**src/rtl/nand_read_toggle_if.sv**
```systemverilog
// Stream/control bundle between the NAND read-strobe generator and its
// controller + page buffer. clk/reset stay outside as plain ports.
interface nand_read_toggle_if #(
   parameter int CNT_W  = 12,
   parameter int DATA_W = 8
);
   logic              enable;
   logic              locked;
   logic [CNT_W-1:0]  cnt_upto;
   logic [DATA_W-1:0] dq_in;
   logic              byte_ready;
   logic              re_n;
   logic [DATA_W-1:0] byte_data;
   logic              byte_valid;
   logic              busy;
   logic              done;
   logic [CNT_W-1:0]  byte_cnt_out;

   modport master (
      output enable, locked, cnt_upto, dq_in, byte_ready,
      input  re_n, byte_data, byte_valid, busy, done, byte_cnt_out
   );

   modport slave (
      input  enable, locked, cnt_upto, dq_in, byte_ready,
      output re_n, byte_data, byte_valid, busy, done, byte_cnt_out
   );
endinterface

```
**src/rtl/nand_read_toggle.sv**
```systemverilog
// NAND read-strobe generator: pulses RE_n low for RE_LOW_CYC cycles, captures
// DQ on the rising edge of RE_n into a single-entry valid/ready stream, and
// holds RE_n high while that entry is still occupied.
module nand_read_toggle #(
   parameter int RE_LOW_CYC  = 3,
   parameter int RE_HIGH_CYC = 2,
   parameter int CNT_W       = 12,
   parameter int DATA_W      = 8
) (
   input logic                clk,
   input logic                reset,
   nand_read_toggle_if.slave  bus
);

   typedef enum logic [1:0] {
      S_IDLE,
      S_RE_LOW,
      S_RE_HIGH,
      S_DONE
   } state_t;

   localparam logic [3:0] C_LOW       = 4'(RE_LOW_CYC);
   localparam logic [3:0] C_HIGH      = 4'(RE_HIGH_CYC);
   localparam logic [3:0] C_HIGH_HOLD = 4'(RE_HIGH_CYC - 1);

   state_t            r_state;
   state_t            w_state_nxt;
   logic [3:0]        r_delay;
   logic [3:0]        w_delay_nxt;
   logic [3:0]        w_delay_inc;
   logic [CNT_W-1:0]  r_byte_cnt;
   logic [CNT_W-1:0]  w_cnt_nxt;
   logic [CNT_W-1:0]  r_target;
   logic [CNT_W-1:0]  w_target_nxt;
   logic              w_capture;
   logic              w_accept;
   logic              w_stream_free;
   logic              r_re_n;
   logic              r_busy;
   logic              r_done;
   logic              r_byte_valid;
   logic [DATA_W-1:0] r_byte_data;

   // Next-state, counter and capture decisions for the strobe sequence.
   always_comb begin
      w_state_nxt   = r_state;
      w_delay_nxt   = r_delay;
      w_cnt_nxt     = r_byte_cnt;
      w_target_nxt  = r_target;
      w_capture     = 1'b0;
      w_accept      = r_byte_valid & bus.byte_ready;
      w_stream_free = ~r_byte_valid | bus.byte_ready;
      w_delay_inc   = r_delay + 4'd1;

      case (r_state)
         S_IDLE: begin
            w_delay_nxt = '0;
            w_cnt_nxt   = '0;
            if (bus.enable && bus.locked) begin
               w_target_nxt = bus.cnt_upto;
               w_state_nxt  = (bus.cnt_upto == '0) ? S_DONE : S_RE_LOW;
            end
         end
         S_RE_LOW: begin
            if (w_delay_inc == C_LOW) begin
               w_capture   = 1'b1;
               w_cnt_nxt   = r_byte_cnt + CNT_W'(1);
               w_delay_nxt = '0;
               w_state_nxt = S_RE_HIGH;
            end else begin
               w_delay_nxt = w_delay_inc;
            end
         end
         S_RE_HIGH: begin
            if (w_delay_inc >= C_HIGH) begin
               // While stalled the counter parks one short of the limit so
               // the high-width condition keeps holding on later edges.
               w_delay_nxt = C_HIGH_HOLD;
               if (w_stream_free) begin
                  if (r_byte_cnt == r_target) begin
                     w_state_nxt = S_DONE;
                  end else begin
                     w_state_nxt = S_RE_LOW;
                     w_delay_nxt = '0;
                  end
               end
            end else begin
               w_delay_nxt = w_delay_inc;
            end
         end
         S_DONE: begin
            if (!bus.enable) begin
               w_state_nxt = S_IDLE;
            end
         end
         default: begin
            w_state_nxt = S_IDLE;
            w_delay_nxt = '0;
         end
      endcase
   end

   // State, delay, byte-count and target registers.
   always_ff @(posedge clk or posedge reset) begin
      if (reset) begin
         r_state    <= S_IDLE;
         r_delay    <= '0;
         r_byte_cnt <= '0;
         r_target   <= '0;
      end else begin
         r_state    <= w_state_nxt;
         r_delay    <= w_delay_nxt;
         r_byte_cnt <= w_cnt_nxt;
         r_target   <= w_target_nxt;
      end
   end

   // Registered strobe and status outputs, decoded from the next state.
   always_ff @(posedge clk or posedge reset) begin
      if (reset) begin
         r_re_n <= 1'b1;
         r_busy <= 1'b0;
         r_done <= 1'b0;
      end else begin
         r_re_n <= (w_state_nxt != S_RE_LOW);
         r_busy <= (w_state_nxt == S_RE_LOW) || (w_state_nxt == S_RE_HIGH);
         r_done <= (w_state_nxt == S_DONE);
      end
   end

   // Single-entry output stream: capture sets, acceptance clears.
   always_ff @(posedge clk or posedge reset) begin
      if (reset) begin
         r_byte_valid <= 1'b0;
         r_byte_data  <= '0;
      end else if (w_capture) begin
         r_byte_valid <= 1'b1;
         r_byte_data  <= bus.dq_in;
      end else if (w_accept) begin
         r_byte_valid <= 1'b0;
      end
   end

   assign bus.re_n         = r_re_n;
   assign bus.busy         = r_busy;
   assign bus.done         = r_done;
   assign bus.byte_valid   = r_byte_valid;
   assign bus.byte_data    = r_byte_data;
   assign bus.byte_cnt_out = r_byte_cnt;

endmodule

```
**src/flat_wrapper.sv**
```systemverilog
// flat-port wrapper written by rule: the top's interface ports become plain ports
module nand_read_toggle_flat 
#(
   parameter int RE_LOW_CYC  = 3,
   parameter int RE_HIGH_CYC = 2,
   parameter int CNT_W       = 12,
   parameter int DATA_W      = 8
)
  (clk, reset, bus_enable, bus_locked, bus_cnt_upto, bus_dq_in, bus_byte_ready, bus_re_n, bus_byte_data, bus_byte_valid, bus_busy, bus_done, bus_byte_cnt_out);
  nand_read_toggle_if #(.CNT_W(CNT_W), .DATA_W(DATA_W)) bus_i ();
  input logic clk;
  input logic reset;
  input wire logic [$bits(bus_i.enable)-1:0] bus_enable;
  input wire logic [$bits(bus_i.locked)-1:0] bus_locked;
  input wire logic [$bits(bus_i.cnt_upto)-1:0] bus_cnt_upto;
  input wire logic [$bits(bus_i.dq_in)-1:0] bus_dq_in;
  input wire logic [$bits(bus_i.byte_ready)-1:0] bus_byte_ready;
  output wire logic [$bits(bus_i.re_n)-1:0] bus_re_n;
  output wire logic [$bits(bus_i.byte_data)-1:0] bus_byte_data;
  output wire logic [$bits(bus_i.byte_valid)-1:0] bus_byte_valid;
  output wire logic [$bits(bus_i.busy)-1:0] bus_busy;
  output wire logic [$bits(bus_i.done)-1:0] bus_done;
  output wire logic [$bits(bus_i.byte_cnt_out)-1:0] bus_byte_cnt_out;
  assign bus_i.enable = bus_enable;
  assign bus_i.locked = bus_locked;
  assign bus_i.cnt_upto = bus_cnt_upto;
  assign bus_i.dq_in = bus_dq_in;
  assign bus_i.byte_ready = bus_byte_ready;
  assign bus_re_n = bus_i.re_n;
  assign bus_byte_data = bus_i.byte_data;
  assign bus_byte_valid = bus_i.byte_valid;
  assign bus_busy = bus_i.busy;
  assign bus_done = bus_i.done;
  assign bus_byte_cnt_out = bus_i.byte_cnt_out;
  nand_read_toggle #(.RE_LOW_CYC(RE_LOW_CYC), .RE_HIGH_CYC(RE_HIGH_CYC), .CNT_W(CNT_W), .DATA_W(DATA_W)) u_core (.clk(clk), .reset(reset), .bus(bus_i));
endmodule
```
**config.mk**
```make
export PLATFORM = sky130hd
export DESIGN_NAME = nand_read_toggle_flat
export DESIGN_NICKNAME = d
export VERILOG_FILES = /design/src/rtl/nand_read_toggle_if.sv /design/src/rtl/nand_read_toggle.sv /design/src/flat_wrapper.sv
export SDC_FILE = /design/constraint.sdc
export NUM_CORES = 1
export LEC_CHECK = 0
export CORE_ASPECT_RATIO = 1.4
export CORE_MARGIN = 1.5
export CORE_UTILIZATION = 54
export DETAILED_ROUTE_END_ITERATION = 6
export PLACE_DENSITY = 0.84
export SYNTH_ARGS = -nofsm -noshare
export SYNTH_HDL_FRONTEND = slang
export SYNTH_SLANG_ARGS = --single-unit
```
**constraint.sdc**
```tcl
create_clock -name clk -period 3.9 [get_ports clk]
set_input_delay 0.39 -clock clk [delete_from_list [all_inputs] [get_ports clk]]
set_output_delay 0.39 -clock clk [all_outputs]
set_load 0.005 [all_outputs]
```
==> impl_metrics.yaml, run 1 <==
sta:
  fin_crit_ns: 2.72
  drv_slew: 0
  fmax_mhz: 368
  skew_ns: 0.00782
  hold_violations: 0
  period_share_pct: 69.7
  setup_viol: 0
  tightest_slew_ns: 0.979
  rsz0062_at_grt: "false"
  finalSetupTns_ns: 0
  hold-worst-slack_ns: 0.480
  relSlewSlack_pct: 34.5
worst_setup_path:
  path_max_fanout: 14
  worstPathArrival_ns: 2.89
  critPathRequiredTime_ns: 4.07
  critPathCaptureType: "register"
  setup.worst_path.start_class: "register"
  worstSetupPathType: "reg2reg"
drt:
  wl_um: 4750
  drc: 2
  dr.first_iter.drc_count: 51
  via_count: 1808
  drtAntennaViolNets: 0
  drt_pre_antenna_iters: 6
  viasPerCell: 5.65
  avgRoutedWirePerCell_um: 14.8
grt:
  grt_pass1_wl_um: 8130
  grt_max_degree: 23
  antenna_found_initial: 0
  overflow: 0
  grt_usage_pct: 23.1
  grt_pass1_vias: 1838
layout:
  drive_gt1_share_pct: 11.2
  syn_to_final_growth_pct: 25.5
  final_cell_mix: "clkdlybuf4s50_1 (48), nand2_1 (43), dfrtp_1 (41), xnor2_1 (17), nor2_1 (14)"
  register_area_um2: 1050
  fin_util_pct: 71.5
  multi_input_area_um2: 1130
  final_common_cell: "clkdlybuf4s50_1"
  diodes: 0
  nets: 310
  fillers: 315
die:
  die_x_um: 57.8
  start_util_pct: 57.0
  die_h_um: 79.7
  boundaryPins: 49
  dieArea_um2: 4610
  design.core.area_um2: 3990
  rows: 27
pwr:
  internal_power_mw: 1.08
  switchingPower_mw: 0.566
  ir_worst_vdd_uv: 367
  p_per_area_nw_per_um2: 579
  power.share.clock_pct: 17.5
  p_seq_share_pct: 41.2
  leakagePower_nw: 1.24
  comb_power_share_pct: 41.3
  switching_share_pct: 34.3
logic_synthesis:
  post_synth_num_cell_types: 52
  syn_avg_cell_area_um2: 10.0
  netlist_area_um2: 2270
  synth-edff-count: 0
  synth-seq-cells: 42
  synth_fp_nets: 261
  synth-main-ff-cell: "dfrtp_1"
  syn_inst: 227
  ys_seq_area_share_pct: 46.3
  synthArstFlopShare_pct: 100
  yosys_warnings: 0
placement:
  place_congestion: 0.860
  dp_hpwl_um: 3610
  io_buffer_count: 48
cts:
  cts_tree: "done"
  postCtsHoldBufs: 0
  cts_setup_buffers: 0
  cts_sinks: 42
  cts_root_buf: "clkbuf_8"
  clk_latency_ns: 0.30
  cts_buffers: 5
  cts_resized: 0
  htree_levels: 2
  cts_buffer_depth: 2
  path_clk_slew_ns: 0.08
run:
  max-cap-violations: 0
run_status:
  violations: "design-rule violations"
  status: "complete, but fails checks"
hold_path:
  hold_class: "reg2reg"
-- kinds of logic (layout without fill, tap and decap cells) --
logic type / Yosys count / count (layout) / synth area share (%)
AOI/OAI and AO/OA: 35 / 35 / 10.9
xor gates and xnor gates: 19 / 19 / 7.33
adders and majority gates: 9 / 9 / 4.96
buffers and inverters: 17 / 67 / 4.02
DFF: 42 / 42 / 46.3
muxes: 13 / 13 / 6.39
and+or+nand+nor: 92 / 92 / 20.1
-- synth_stat cells (2+ instances only) --
master | number | area, µm²
nand2b_1 | 2 | 12.5
nor3_1 | 4 | 20.0
a21oi_1 | 2 | 10.0
nand3_1 | 6 | 30.0
ha_1 | 9 | 113
a31oi_1 | 5 | 31.3
nor4_1 | 3 | 18.8
nor2_1 | 14 | 52.6
o21ai_0 | 13 | 65.1
buf_2 | 2 | 10.0
nand4_1 | 6 | 37.5
o22ai_1 | 2 | 12.5
inv_1 | 8 | 30.0
and3_1 | 2 | 12.5
nand2_1 | 43 | 161
mux2_2 | 12 | 135
dfrtp_1 | 41 | 1030
xnor2_1 | 17 | 149
xor2_1 | 2 | 17.5
buf_6 | 2 | 22.5
-- area by class of cell --
class / instances / area share, %
tap: 43 / 1.89
multi-input combinational: 168 / 39.6
inverter: 10 / 1.32
clock buffer: 7 / 3.03
timing repair buffer: 49 / 17.1
clock inverter: 1 / 0.176
sequential: 42 / 36.9
-- layer usage --
| metal | up-vias | wire length, µm | GRT usage, % |
|---|---|---|---|
| met2 | 50 | 2490 | 39.4 |
| met5 | - | 0 | 0 |
| met1 | 859 | 1930 | 27.6 |
| met4 | 0 | 153 | 11.4 |
| met3 | 16 | 183 | 3.89 |
| li1 | 883 | - | - |
-- final timing paths --
path	from	end	slack, ns	cells after the start
max reg2reg	u_core.r_delay[1]	u_core.bus.byte_cnt_out[2]	1.18	7
max	u_core.r_delay[1]	u_core.bus.byte_cnt_out[2]	1.18	7
min reg2reg	u_core.bus.byte_data[6]	u_core.bus.byte_data[6]	0.48	2
min	u_core.bus.byte_data[6]	u_core.bus.byte_data[6]	0.48	2
max in group asynchronous	reset	u_core.bus.re_n	2.52	3
min in group asynchronous	reset	u_core.bus.byte_data[0]	0.54	2
-- metrics by stage --
stage                     power [mW]  cell area, µm²  std cells  setup WS (ns)
final                           1.65            2850        320           1.18
after global routing            1.77            2850        320          0.889
after CTS                       1.66            2850        320           1.20
after detailed placement        1.37            2760        312           1.21
after global placement          1.35            2760        312           1.34
after floorplan                 1.13            2270        227           1.88
-- registers in the layout, summed over array words and instances (netlist names) --
register and count:
u_core.bus.done 1, u_core.r_target 12, u_core.bus.byte_cnt_out 12, u_core.r_state 2, u_core.bus.busy 1, u_core.bus.byte_data 8, u_core.r_delay 4, u_core.bus.re_n 1
u_core.bus.byte_valid 1
-- power by group through the flow --
stage	sequential [mW]	combinational (mW)	clock [mW]
final	0.680	0.681	0.289
after global routing	0.696	0.767	0.308
after global placement	0.682	0.667	0
after floorplan	0.674	0.453	0
after detailed placement	0.689	0.682	0
after CTS	0.679	0.687	0.293
-- worst max-delay path: stages (launching register included) --
cell     delay (ns)
dfrtp_1        0.48
ha_1           0.38
and2_1         0.19
a41oi_2        0.20
nor2_1         0.80
nor2_1         0.21
o21ai_0        0.22
o21ai_0        0.11
Note: power is estimated with default switching activity, not from simulation.
==> inputs of run 2 (changes only) <==
CORE_UTILIZATION = 46   (was 54)
PLACE_DENSITY = 0.76   (was 0.84)
clock period = 2.5 ns   (was 3.9 ns; I/O delays follow)
==> run 2 against run 1 <==
  * Count of clock-buffer cells in the layout unchanged
  * Non-clock buffer count up 1
  * Critical path depth unchanged
  * Via count down 0.39%
  * Combinational power up 54%
  * Clock power up 56%
  * Final cell count up 6.9%
  * Worst setup slack worse by 0.98 ns
  * Wire length up 3.5%
  * Largest power group is now sequential cells
  * The flow now finishes without violations
==> impl_metrics.yaml, run 2 (synthesis gave the netlist of run 1 again) <==
worst_setup_path:
  crit_family: "simple AND/OR/NAND/NOR gates"
  cp_num_cells: 7
  worstPathArrival_ns: 2.47
  critPathBufInv: 0
  cp_cell_sequence: "ha_1 -> and2_1 -> a41oi_2 -> or2_2 -> nor3_2 -> xnor2_1 -> nor2_1"
  reg2reg_depth: 7
  worstSetupPathType: "reg2reg"
  setup.worst_path.start_class: "register"
  slowest_delay_ns: 0.49
  critPathRequiredTime_ns: 2.68
  critical_path.slowest_cell: "dfrtp_1"
  critPathCaptureType: "register"
  path_max_fanout: 16
die:
  start_util_pct: 47.3
  rows: 30
  design.core.area_um2: 4800
  boundaryPins: 49
  die_x_um: 62.4
  dieArea_um2: 5370
  die_h_um: 86.1
sta:
  skew_ns: 0.00676
  drv_slew: 0
  rsz0062_at_grt: "false"
  fmax_mhz: 436
  fin_crit_ns: 2.30
  tightest_slew_ns: 0.570
  period_share_pct: 91.8
  finalSetupTns_ns: 0
  relSlewSlack_pct: 61.9
  hold-worst-slack_ns: 0.385
  setup_viol: 0
  hold_violations: 0
grt:
  overflow: 0
  grt_max_degree: 43
  grt_pass1_vias: 1786
  antenna_found_initial: 0
  grt_usage_pct: 19.5
  grt_pass1_wl_um: 8090
layout:
  nets: 311
  syn_to_final_growth_pct: 27.0
  drive_gt1_share_pct: 11.9
  stdcell_area_um2: 2880
  diodes: 0
  final_common_cell: "clkdlybuf4s50_1"
  final_cell_mix: "clkdlybuf4s50_1 (48), nand2_1 (43), dfrtp_1 (41), xnor2_1 (17), nor2_1 (14)"
  fin_cells: 342
cts:
  htree_levels: 2
  cts_resized: 0
  cts_tree: "done"
  cts_root_buf: "clkbuf_8"
  cts_setup_buffers: 0
  cts_buffers: 5
  cts_sinks: 42
  path_clk_slew_ns: 0.08
  clk_latency_ns: 0.29
  postCtsHoldBufs: 0
  cts_buffer_depth: 2
run:
  max-cap-violations: 0
pwr:
  ir_worst_vdd_uv: 470
  leakagePower_nw: 1.24
  p_per_area_nw_per_um2: 893
  power_mw: 2.58
hold_path:
  hold_class: "in2async"
placement:
  io_buffer_count: 48
  dp.cells: 334
  place_congestion: 0.838
  place_area_um2: 2790
  dp_hpwl_um: 3720
run_status:
  status: "finished clean"
drt:
  via_count: 1801
  dr.first_iter.drc_count: 45
  viasPerCell: 5.27
  wl_um: 4920
  drtAntennaViolNets: 0
  drt_pre_antenna_iters: 4
  drc: 0
  avgRoutedWirePerCell_um: 14.4
## run 2: worst register-to-register path, cell delays in order, from the launching register on
cell and delay, ns:
dfrtp_1 0.49, ha_1 0.40, and2_1 0.20, a41oi_2 0.19, or2_2 0.48, nor3_2 0.24
xnor2_1 0.14, nor2_1 0.05
## run 2: metrics by stage
stage,utilization [%],setup slack (ns)
3_5_place_dp,58.1,0.190
6_report,60.0,0.205
3_3_place_gp,58.1,0.260
2_1_floorplan,-,0.481
4_1_cts,60.0,0.176
5_1_grt,60.0,0.0746
## run 2: power breakdown
| group | total (mW) | switching [mW] | internal [mW] |
|---|---|---|---|
| Combinational | 1.05 | 0.487 | 0.568 |
| Sequential | 1.07 | 0.167 | 0.902 |
| Clock | 0.452 | 0.229 | 0.223 |
| Total | 2.58 | 0.883 | 1.69 |
## run 2: worst paths after layout
| path | startpoint | to | slack [ns] |
|---|---|---|---|
| setup / recovery | u_core.r_delay[1] | u_core.bus.byte_cnt_out[10] | 0.20 |
| setup reg to reg | u_core.r_delay[1] | u_core.bus.byte_cnt_out[10] | 0.20 |
| hold / removal | reset | u_core.bus.byte_data[6] | 0.39 |
| hold reg to reg | u_core.bus.byte_data[1] | u_core.bus.byte_data[1] | 0.48 |
| max in group asynchronous | reset | u_core.bus.re_n | 1.75 |
| min in group clk | u_core.bus.byte_data[1] | u_core.bus.byte_data[1] | 0.48 |
## run 2: final cells by class
class / instances / area (µm²)
clock buffers: 7 / 86.3
clock inverters: 1 / 5.00
fillers: 446 / 1920
inverters: 10 / 37.5
multi-input cells: 168 / 1130
flip-flops and latches: 42 / 1050
well taps: 64 / 80.1
repair buffers: 50 / 495
## run 2: per-layer routing
metal / up-vias / GRT usage (%) / share of wire [%]
li1: 875 / - / -
met1: 872 / 21.7 / 40
met2: 42 / 35.3 / 53
met3: 12 / 3.28 / 3.0
met4: 0 / 10.9 / 3.1
met5: - / 0 / 0
==> inputs of run 3 (changes only) <==
GPL_TIMING_DRIVEN = 0   (was default)
==> run 3 against run 2 <==
  * Sequential cell count is the same
  * Clock power is essentially flat
  * Fmax grew 1.4%
  * Final cell count grew 1.5%
  * Count of clock-buffer cells in the layout is the same
  * Combinational power is essentially flat
  * Cell area grew 1.3%
  * First-iteration DRC count shrank 4.4%
  * Clock skew grew 0.00085 ns
  * Global-route usage shrank 0.17 points
  * Wire length shrank 2.1%
==> impl_metrics.yaml, run 3 (synthesis gave the netlist of run 1 again) <==
sta:
  relSlewSlack_pct: 42.5
  fmax_mhz: 442
  hold_violations: 0
  period_share_pct: 90.5
  rsz0062_at_grt: "false"
  finalSetupTns_ns: 0
  skew_ns: 0.00760
  drv_slew: 0
  tightest_slew_ns: 0.862
  setup_viol: 0
  fin_crit_ns: 2.26
worst_setup_path:
  setup.worst_path.start_class: "register"
  cp_common_cell: "nor2_1"
  slowest_delay_ns: 0.48
  critPathBufInv: 1
  crit_family: "simple AND/OR/NAND/NOR gates"
  critPathRequiredTime_ns: 2.68
  critPathCaptureType: "register"
  worstSetupPathType: "reg2reg"
  cp_cell_sequence: "ha_1 -> buf_6 -> nor4b_4 -> a41oi_2 -> nor2_1 -> nor2_1 -> o21ai_0 -> o41ai_1"
  critical_path.slowest_cell: "dfrtp_1"
  worstPathArrival_ns: 2.44
  path_max_fanout: 8
pwr:
  p_per_area_nw_per_um2: 888
  leakagePower_nw: 1.26
  internal_power_mw: 1.71
  switchingPower_mw: 0.885
  ir_worst_vdd_uv: 556
  switching_share_pct: 34.1
  comb_power_share_pct: 41.6
  power.share.clock_pct: 17.5
  p_seq_share_pct: 40.9
drt:
  viasPerCell: 5.28
  wl_um: 4810
  drc: 0
  dr.first_iter.drc_count: 43
  via_count: 1832
  avgRoutedWirePerCell_um: 13.9
  drtAntennaViolNets: 0
  drt_pre_antenna_iters: 4
grt:
  grt_pass1_vias: 1775
  grt_pass1_wl_um: 8060
  overflow: 0
  antenna_found_initial: 0
  grt_usage_pct: 19.3
  grt_max_degree: 43
cts:
  cts_sinks: 42
  cts_buffers: 5
  cts_tree: "done"
  cts_setup_buffers: 0
  cts_root_buf: "clkbuf_8"
  cts_buffer_depth: 2
  clk_latency_ns: 0.30
  htree_levels: 2
  cts_resized: 0
  postCtsHoldBufs: 0
  path_clk_slew_ns: 0.08
layout:
  nets: 316
  fin_cells: 347
  fillers: 450
  final_common_cell: "clkdlybuf4s50_1"
  syn_to_final_growth_pct: 28.7
  drive_gt1_share_pct: 12.7
  diodes: 0
  final_cell_mix: "clkdlybuf4s50_1 (48), nand2_1 (43), dfrtp_1 (41), xnor2_1 (17), nor2_1 (14)"
die:
  die_x_um: 62.4
  die_h_um: 86.1
  dieArea_um2: 5370
  rows: 30
  design.core.area_um2: 4800
  start_util_pct: 47.3
  boundaryPins: 49
run:
  max-cap-violations: 0
placement:
  place_congestion: 0.867
  dp.cells: 339
  io_buffer_count: 48
  dp_hpwl_um: 3620
run_status:
  status: "finished clean"
hold_path:
  hold_class: "in2async"
run 3: area by class of cell:
type                       count  area, µm²  share of cell area (%)
clock buffer                   7       86.3                    2.95
sequential                    42       1050                    36.0
inverter                      10       37.5                    1.28
tap                           64       80.1                    2.74
timing repair buffer          48        480                    16.4
multi-input combinational    168       1130                    38.6
buffer                         7       53.8                    1.84
clock inverter                 1       5.00                   0.171
run 3: layer usage:
metal	GRT usage (%)	vias up	share of wire, %
li1	-	891	-
met3	3.02	10	3.7
met2	35.5	47	54
met1	21.6	884	40
met4	9.70	0	2.6
met5	0	-	0
run 3: final timing paths:
path                                         start                          to  slack [ns]  cells after the start
max                              u_core.r_delay[0]  u_core.bus.byte_cnt_out[6]        0.24                      8
min                                          reset           u_core.r_delay[0]        0.45                      2
max reg2reg                      u_core.r_delay[0]  u_core.bus.byte_cnt_out[6]        0.24                      8
min reg2reg                u_core.bus.byte_data[4]     u_core.bus.byte_data[4]        0.48                      2
max in group asynchronous                    reset          u_core.r_target[8]        1.51                      2
min in group clk                      bus_dq_in[7]     u_core.bus.byte_data[7]        0.47                      3
run 3: per-stage QoR:
step                power [mW]  instance area, µm²  util (%)  setup WS (ns)  hold slack (ns)
finish                    2.60                2920      60.8          0.236            0.446
global route              2.78                2920      60.8          0.134            0.489
floorplan                 1.76                2270         -          0.481            0.355
global placement          2.14                2830      58.9          0.300            0.459
detailed placement        2.16                2830      58.9          0.262            0.464
CTS                       2.62                2920      60.8          0.246            0.462
run 3: worst register-to-register path, stage by stage (launching register included):
cell and delay [ns]:
dfrtp_1 0.48, ha_1 0.25, buf_6 0.14, nor4b_4 0.27, a41oi_2 0.11, nor2_1 0.38, nor2_1 0.18, o21ai_0 0.22
o41ai_1 0.10
run 3: power groups by stage:
stage	sequential, mW	combinational (mW)	clock [mW]
after floorplan	1.05	0.706	0
after global placement	1.07	1.07	0
after detailed placement	1.08	1.09	0
after CTS	1.06	1.09	0.465
after global routing	1.09	1.20	0.491
final	1.06	1.08	0.455
